File: src/rtl/dds_tune_ctrl_if.sv
// Key-request and tuning-word bundle between a tuning key panel and dds_tune_ctrl.
interface dds_tune_ctrl_if;
  logic        Switchadd;
  logic        Switchsub;
  logic        SwitchMicroadd;
  logic        SwitchMicrosub;
  logic        SwitchNanoadd;
  logic        SwitchNanosub;
  logic        Phaseadd;
  logic        Phasesub;
  logic [31:0] FreqWord;
  logic [31:0] PhaseWord;
  logic        Update;

  modport master (
    output Switchadd, Switchsub, SwitchMicroadd, SwitchMicrosub,
    output SwitchNanoadd, SwitchNanosub, Phaseadd, Phasesub,
    input  FreqWord, PhaseWord, Update
  );

  modport slave (
    input  Switchadd, Switchsub, SwitchMicroadd, SwitchMicrosub,
    input  SwitchNanoadd, SwitchNanosub, Phaseadd, Phasesub,
    output FreqWord, PhaseWord, Update
  );
endinterface

File: src/rtl/dds_tune_ctrl.sv
// DDS tuning controller: active-low keys step FreqWord/PhaseWord, 3-edge key-to-word latency, one key at a time.
// No backpressure (a step always applies); auto-repeat on held keys when DDS_TUNE_REPEAT_EN is defined.
module dds_tune_ctrl #(
  parameter logic [31:0] FTW_RESET   = 32'd1000,
  parameter logic [31:0] FTW_MAX     = 32'h7FFFFFFF,
  parameter logic [31:0] STEP_COARSE = 32'd1000000,
  parameter logic [31:0] STEP_MICRO  = 32'd1000,
  parameter logic [31:0] STEP_NANO   = 32'd1,
  parameter logic [31:0] PHASE_STEP  = 32'h40000000,
  parameter logic [31:0] HOLD_CYC    = 32'd50000000,
  parameter logic [31:0] REP_CYC     = 32'd5000000
) (
  input logic            clk,
  input logic            reset,
  dds_tune_ctrl_if.slave tune
);

  typedef enum logic [1:0] {
    IDLE   = 2'd0,
    ACTIVE = 2'd1
`ifdef DDS_TUNE_REPEAT_EN
    ,
    WAIT   = 2'd2,
    REPEAT = 2'd3
`endif
  } stateT;

  if (HOLD_CYC == 32'd0 || REP_CYC == 32'd0) begin : gBadRepeatCfg
    $error("dds_tune_ctrl: HOLD_CYC and REP_CYC must be nonzero");
  end

  stateT       state;
  stateT       stateNxt;
  logic [7:0]  reqRaw;
  logic [7:0]  syncA;
  logic [7:0]  syncB;
  logic [7:0]  reqActive;
  logic        anyActive;
  logic        selActive;
  logic [2:0]  prioSel;
  logic [2:0]  reqSel;
  logic [2:0]  selNxt;
  logic [2:0]  stepSel;
  logic        doStep;
  logic [31:0] freqWord;
  logic [31:0] phaseWord;
  logic [31:0] freqNxt;
  logic [31:0] phaseNxt;
  logic        stepChg;
  logic        updPulse;
`ifdef DDS_TUNE_REPEAT_EN
  logic [31:0] repCnt;
  logic [31:0] repCntNxt;
`endif

  // Bit order is the priority order: bit 0 wins.
  assign reqRaw = {tune.Phasesub, tune.Phaseadd, tune.SwitchNanosub, tune.SwitchNanoadd,
                   tune.SwitchMicrosub, tune.SwitchMicroadd, tune.Switchsub, tune.Switchadd};

  assign reqActive = ~syncB;
  assign anyActive = |reqActive;
  assign selActive = reqActive[reqSel];

  always_comb begin
    prioSel = 3'd0;
    for (int i = 7; i >= 0; i--) begin
      if (reqActive[i]) prioSel = 3'(i);
    end
  end

  function automatic logic [31:0] satAdd(input logic [31:0] a, input logic [31:0] s);
    logic [32:0] sum;
    sum = {1'b0, a} + {1'b0, s};
    if (sum > {1'b0, FTW_MAX}) satAdd = FTW_MAX;
    else                       satAdd = sum[31:0];
  endfunction

  function automatic logic [31:0] satSub(input logic [31:0] a, input logic [31:0] s);
    if (s > a) satSub = 32'd0;
    else       satSub = a - s;
  endfunction

  always_comb begin
    stateNxt = state;
    selNxt   = reqSel;
    doStep   = 1'b0;
`ifdef DDS_TUNE_REPEAT_EN
    repCntNxt = repCnt;
`endif
    case (state)
      IDLE: begin
        if (anyActive) begin
          selNxt = prioSel;
          doStep = 1'b1;
`ifdef DDS_TUNE_REPEAT_EN
          stateNxt  = WAIT;
          repCntNxt = 32'd0;
`else
          stateNxt = ACTIVE;
`endif
        end
      end
      ACTIVE: begin
        if (!selActive) stateNxt = IDLE;
      end
`ifdef DDS_TUNE_REPEAT_EN
      WAIT: begin
        if (!selActive) begin
          stateNxt  = IDLE;
          repCntNxt = 32'd0;
        end else if (repCnt == HOLD_CYC - 32'd1) begin
          stateNxt  = REPEAT;
          repCntNxt = 32'd0;
        end else begin
          repCntNxt = repCnt + 32'd1;
        end
      end
      REPEAT: begin
        if (!selActive) begin
          stateNxt  = IDLE;
          repCntNxt = 32'd0;
        end else if (repCnt == REP_CYC - 32'd1) begin
          doStep    = 1'b1;
          repCntNxt = 32'd0;
        end else begin
          repCntNxt = repCnt + 32'd1;
        end
      end
`endif
      default: stateNxt = IDLE;
    endcase
  end

  assign stepSel = (state == IDLE) ? prioSel : reqSel;

  always_comb begin
    freqNxt  = freqWord;
    phaseNxt = phaseWord;
    if (doStep) begin
      case (stepSel)
        3'd0:    freqNxt  = satAdd(freqWord, STEP_COARSE);
        3'd1:    freqNxt  = satSub(freqWord, STEP_COARSE);
        3'd2:    freqNxt  = satAdd(freqWord, STEP_MICRO);
        3'd3:    freqNxt  = satSub(freqWord, STEP_MICRO);
        3'd4:    freqNxt  = satAdd(freqWord, STEP_NANO);
        3'd5:    freqNxt  = satSub(freqWord, STEP_NANO);
        3'd6:    phaseNxt = phaseWord + PHASE_STEP;
        default: phaseNxt = phaseWord - PHASE_STEP;
      endcase
    end
  end

  // A step that lands on the clamp it already sits at is silent.
  assign stepChg = (freqNxt != freqWord) || (phaseNxt != phaseWord);

  always_ff @(posedge clk) begin
    if (!reset) begin
      syncA     <= 8'hFF;
      syncB     <= 8'hFF;
      state     <= IDLE;
      reqSel    <= 3'd0;
      freqWord  <= FTW_RESET;
      phaseWord <= 32'd0;
      updPulse  <= 1'b0;
`ifdef DDS_TUNE_REPEAT_EN
      repCnt    <= 32'd0;
`endif
    end else begin
      syncA     <= reqRaw;
      syncB     <= syncA;
      state     <= stateNxt;
      reqSel    <= selNxt;
      freqWord  <= freqNxt;
      phaseWord <= phaseNxt;
      updPulse  <= doStep && stepChg;
`ifdef DDS_TUNE_REPEAT_EN
      repCnt    <= repCntNxt;
`endif
    end
  end

  assign tune.FreqWord  = freqWord;
  assign tune.PhaseWord = phaseWord;
  assign tune.Update    = updPulse;

endmodule
File: src/flat_wrapper.sv
// flat-port wrapper written by rule: the top's interface ports become plain ports
module dds_tune_ctrl_flat 
#(
  parameter logic [31:0] FTW_RESET   = 32'd1000,
  parameter logic [31:0] FTW_MAX     = 32'h7FFFFFFF,
  parameter logic [31:0] STEP_COARSE = 32'd1000000,
  parameter logic [31:0] STEP_MICRO  = 32'd1000,
  parameter logic [31:0] STEP_NANO   = 32'd1,
  parameter logic [31:0] PHASE_STEP  = 32'h40000000,
  parameter logic [31:0] HOLD_CYC    = 32'd50000000,
  parameter logic [31:0] REP_CYC     = 32'd5000000
)
  (clk, reset, tune_Switchadd, tune_Switchsub, tune_SwitchMicroadd, tune_SwitchMicrosub, tune_SwitchNanoadd, tune_SwitchNanosub, tune_Phaseadd, tune_Phasesub, tune_FreqWord, tune_PhaseWord, tune_Update);
  dds_tune_ctrl_if tune_i ();
  input logic clk;
  input logic reset;
  input wire logic [$bits(tune_i.Switchadd)-1:0] tune_Switchadd;
  input wire logic [$bits(tune_i.Switchsub)-1:0] tune_Switchsub;
  input wire logic [$bits(tune_i.SwitchMicroadd)-1:0] tune_SwitchMicroadd;
  input wire logic [$bits(tune_i.SwitchMicrosub)-1:0] tune_SwitchMicrosub;
  input wire logic [$bits(tune_i.SwitchNanoadd)-1:0] tune_SwitchNanoadd;
  input wire logic [$bits(tune_i.SwitchNanosub)-1:0] tune_SwitchNanosub;
  input wire logic [$bits(tune_i.Phaseadd)-1:0] tune_Phaseadd;
  input wire logic [$bits(tune_i.Phasesub)-1:0] tune_Phasesub;
  output wire logic [$bits(tune_i.FreqWord)-1:0] tune_FreqWord;
  output wire logic [$bits(tune_i.PhaseWord)-1:0] tune_PhaseWord;
  output wire logic [$bits(tune_i.Update)-1:0] tune_Update;
  assign tune_i.Switchadd = tune_Switchadd;
  assign tune_i.Switchsub = tune_Switchsub;
  assign tune_i.SwitchMicroadd = tune_SwitchMicroadd;
  assign tune_i.SwitchMicrosub = tune_SwitchMicrosub;
  assign tune_i.SwitchNanoadd = tune_SwitchNanoadd;
  assign tune_i.SwitchNanosub = tune_SwitchNanosub;
  assign tune_i.Phaseadd = tune_Phaseadd;
  assign tune_i.Phasesub = tune_Phasesub;
  assign tune_FreqWord = tune_i.FreqWord;
  assign tune_PhaseWord = tune_i.PhaseWord;
  assign tune_Update = tune_i.Update;
  dds_tune_ctrl #(.FTW_RESET(FTW_RESET), .FTW_MAX(FTW_MAX), .STEP_COARSE(STEP_COARSE), .STEP_MICRO(STEP_MICRO), .STEP_NANO(STEP_NANO), .PHASE_STEP(PHASE_STEP), .HOLD_CYC(HOLD_CYC), .REP_CYC(REP_CYC)) u_core (.clk(clk), .reset(reset), .tune(tune_i));
endmodule
File: config.mk
export PLATFORM = sky130hd
export DESIGN_NAME = dds_tune_ctrl_flat
export DESIGN_NICKNAME = d
export VERILOG_FILES = /design/src/rtl/dds_tune_ctrl_if.sv /design/src/rtl/dds_tune_ctrl.sv /design/src/flat_wrapper.sv
export SDC_FILE = /design/constraint.sdc
export NUM_CORES = 1
export LEC_CHECK = 0
export CORE_MARGIN = 2
export CORE_UTILIZATION = 35
export CTS_CLUSTER_SIZE = 8
export DETAILED_ROUTE_END_ITERATION = 10
export GPL_TIMING_DRIVEN = 0
export MAX_ROUTING_LAYER = met4
export PLACE_DENSITY = 0.57
export SYNTH_ARGS = -nofsm -noshare
export SYNTH_HDL_FRONTEND = slang
export SYNTH_SLANG_ARGS = --single-unit
File: constraint.sdc
create_clock -name clk -period 11.1 [get_ports clk]
set_clock_uncertainty 0.2 [all_clocks]
set_input_delay 2.775 -clock clk [delete_from_list [all_inputs] [get_ports clk]]
set_output_delay 2.775 -clock clk [all_outputs]
set_load 0.01 [all_outputs]
==> results.py <==
metrics = {
    "synth": {
        "synth-edff-count": 0,
        "synthSimpleGateAreaFrac_pct": 33.36,
        "yosysSeqAreaShare_pct": 12.95,
        "ys_seq_elements": 55,
        "syn_avg_cell_area_um2": 6.659,
        "syn_inst": 1277,
        "synth_cell_types": 97,
        "synth_top_family_by_area": "compound AO/OA/AOI/OAI gates",
        "synth_mux_area_share_pct": 1.148,
        "synth_xor_area_share_pct": 6.283,
        "post_synth_fa_ha_maj_area_fraction_pct": 1.471,
        "synth_compound_gate_area_share_pct": 34.99,
        "async_reset_ff_share_pct": 0,
        "synth_area_mm2": 0.008503,
        "synth.yosys.warnings": 0,
        "ys_dominant_reg_cell": "dfxtp_1",
    },
    "setup_path": {
        "slowest_stage": "nor3_2",
        "worst_path_most_repeated_cell": "clkbuf_1",
        "cp-start-kind": "register",
        "worst-endpoint-arrival_ns": 8.02,
        "worstSetupPathType": "reg -> reg",
        "critical_path.cell_chain": "clkbuf_1 > clkbuf_1 > inv_1 > ha_1 > nor3b_1 > a2111o_1 > nor2_1 > nor3_2 > clkbuf_1 > a21oi_1 > a221oi_1 > nand2_1 > o41ai_1 > o2111a_1 > nand4_1 > o41ai_1 > a31oi_1",
        "critical_path_required_ns": 11.08,
        "max_stage_delay_ns": 1.11,
        "cp-end-kind": "register",
        "worstPathMaxFanout": 10,
    },
    "run_status": {
        "violations": "max-capacitance violations, max-slew violations",
        "status": "finished, violations left",
    },
    "sta": {
        "setup_violations": 0,
        "hold_viol_final": 0,
        "finalMaxSlewViolations": 18,
        "min_period_ns": 8.037,
        "grt_setup_unrepaired": "no",
        "holdWs_ns": 0.2150,
        "max_freq_ghz": 0.1244,
        "tns_ns": 0,
        "final.period_utilization_pct": 72.40,
        "max_slew_margin_pct": -3.536,
        "tightest_slew_ns": 1.546,
    },
    "routing": {
        "vias": 12169,
        "drt_iter0_markers": 2337,
        "firstDrtPassIters": 8,
        "ant_nets": 0,
        "drc": 0,
        "vias_per_cell": 7.218,
        "routed_wl_mm": 58.75,
        "wl_per_cell_um": 34.85,
    },
    "clock_network": {
        "cts_buffers": 5,
        "cts.sinks": 55,
        "cts_tree": "done",
        "hold_buffers": 0,
        "ctsResizeCount": 0,
        "postCtsSetupRepairBufs": 0,
        "cts-htree-levels": 2,
        "clockRootBuffer": "clkbuf_16",
        "cts.clk_slew.worst_paths_ns": 0.10,
        "clk_path_buf_depth": 2,
        "clk-insertion-delay-late_ns": 0.33,
    },
    "place": {
        "place_area_mm2": 0.009488,
        "dpl.cell_count": 1676,
        "port_buffers": 44,
        "place_congestion": 1.133,
        "hpwlAfterDp_mm": 45.02,
    },
    "final_layout": {
        "area_delta_synth_final_pct": 13.64,
        "final_cells": 1686,
        "layout_commonest_cell": "nor2_1",
        "layout_common_cells": "116 x nor2_1, 99 x a21oi_1, 95 x nand2_1",
        "drive_gt1_share_pct": 7.647,
        "final_area_mm2": 0.009663,
        "fillers": 2718,
        "finalNetCount": 1379,
    },
    "hold_path": {
        "hold_class": "reg -> reg",
    },
    "die": {
        "fp.coreArea_mm2": 0.02411,
        "ios": 75,
        "die_x_um": 159.9,
        "fp-row-count": 57,
        "start_util_pct": 35.27,
        "die_h_um": 159.9,
        "dieArea_mm2": 0.02556,
    },
    "global_routing": {
        "grt_start_max_net_pins": 20,
        "grt_pass1_wl_mm": 81.86,
        "grt_overflow_total": 0,
        "grt_pass1_vias": 11095,
        "grt_antenna_before_repair": 3,
        "globalRouteTotalUtil_pct": 45.69,
    },
    "power": {
        "leakage_uw": 0.003111,
        "finalPower_uw": 1640,
        "power.density_mw_per_mm2": 169.7,
        "irDropWorstVdd_mv": 0.06363,
    },
    "flow_run": {
        "drv_cap": 2,
    },
}
[sequential cells by signal, indices dropped and copies added, names as in the netlist]
signal,flops
u_core.tune.Update,1
u_core.syncB,8
u_core.reqSel,3
u_core.state,1
u_core.syncA,8
u_core.tune.FreqWord,32
u_core.tune.PhaseWord,2
[stage by stage]
step                      util (%)  worst slack (ns)
after detailed placement     39.36             3.794
final                        40.09             3.063
after floorplan                  -             6.583
after global placement       39.23             3.542
after global routing         40.09             3.206
after CTS                    39.99             3.742
[cell type report]
cell class	instances	area [µm²]	share of cell area (%)
diodes	2	5.005	0.05179
flip-flops and latches	55	1101	11.39
plain buffers	156	732.0	7.575
inverters	26	97.59	1.010
clock buffers	5	125.1	1.295
multi-input cells	1069	6710	69.44
clock inverters	3	27.53	0.2849
repair buffers	46	459.2	4.752
well taps	324	405.4	4.195
[power breakdown]
group / total [µW] / leakage [µW] / internal, µW / switching [µW]
combinational: 1190 / 0.00258 / 336 / 859
clock: 189 / 0.0000724 / 87.1 / 102
sequential: 256 / 0.000455 / 225 / 31.4
[synth_stat cells (12+ instances only)]
| cell type | number | share of area, % |
|---|---|---|
| nor2_1 | 116 | 5.1 |
| a21oi_1 | 99 | 5.8 |
| nand2_1 | 95 | 4.2 |
| clkbuf_1 | 89 | 3.9 |
| o21ai_0 | 82 | 4.8 |
| nor3_1 | 57 | 3.4 |
| dfxtp_1 | 55 | 13 |
| xnor2_1 | 52 | 5.4 |
| nand3_1 | 51 | 3.0 |
| buf_4 | 32 | 2.8 |
| nand4_1 | 32 | 2.4 |
| a211oi_1 | 26 | 2.3 |
| nor4_1 | 26 | 1.9 |
| nand2b_1 | 23 | 1.7 |
| or3_1 | 22 | 1.6 |
| or4_1 | 22 | 1.9 |
| buf_2 | 21 | 1.2 |
| inv_1 | 20 | 0.88 |
| o211ai_1 | 20 | 1.8 |
| a31oi_1 | 19 | 1.4 |
| buf_1 | 14 | 0.62 |
| a221oi_1 | 13 | 1.3 |
| and4_1 | 13 | 1.3 |
| o31ai_1 | 13 | 1.1 |
| a22oi_1 | 12 | 1.1 |
[cell families (layout without fill, tap and decap cells)]
logic type / Yosys count / count (layout)
simple gates: 529 / 529
compound gates: 432 / 432
buf+inv: 182 / 236
xor+xnor: 61 / 61
flops: 55 / 55
fa+ha+maj: 10 / 10
mux: 7 / 7
other cells: 1 / 32
[per-layer routing]
layer / up-vias / track usage, % / share of wire, %
met5: - / - / 0
met4: 0 / 31.70 / 9.5
met3: 320 / 16.62 / 15
met2: 1195 / 63.05 / 39
met1: 5658 / 54.84 / 36
li1: 4996 / - / -
[worst max-delay path, delay by kind of cell, from the launching register on]
family,cells,cell delay [ns]
flops,1,0.34
compound gates,7,2.96
buf+inv,4,1.50
fa+ha+maj,1,0.43
simple gates,5,2.43
[path summary, 6_finish.rpt]
path                                      startpoint                            end  slack (ns)  cells after the start
setup / recovery  u_core.tune.FreqWord[6]$_SDFF_PN1_  u_core.tune.Update$_SDFF_PN0_        3.06                     17
hold / removal            u_core.syncA[4]$_SDFF_PN1_     u_core.syncB[4]$_SDFF_PN1_        0.22                      1
setup reg to reg  u_core.tune.FreqWord[6]$_SDFF_PN1_  u_core.tune.Update$_SDFF_PN0_        3.06                     17
hold reg to reg           u_core.syncA[4]$_SDFF_PN1_     u_core.syncB[4]$_SDFF_PN1_        0.22                      1
Power figures use the tool's default switching activity.
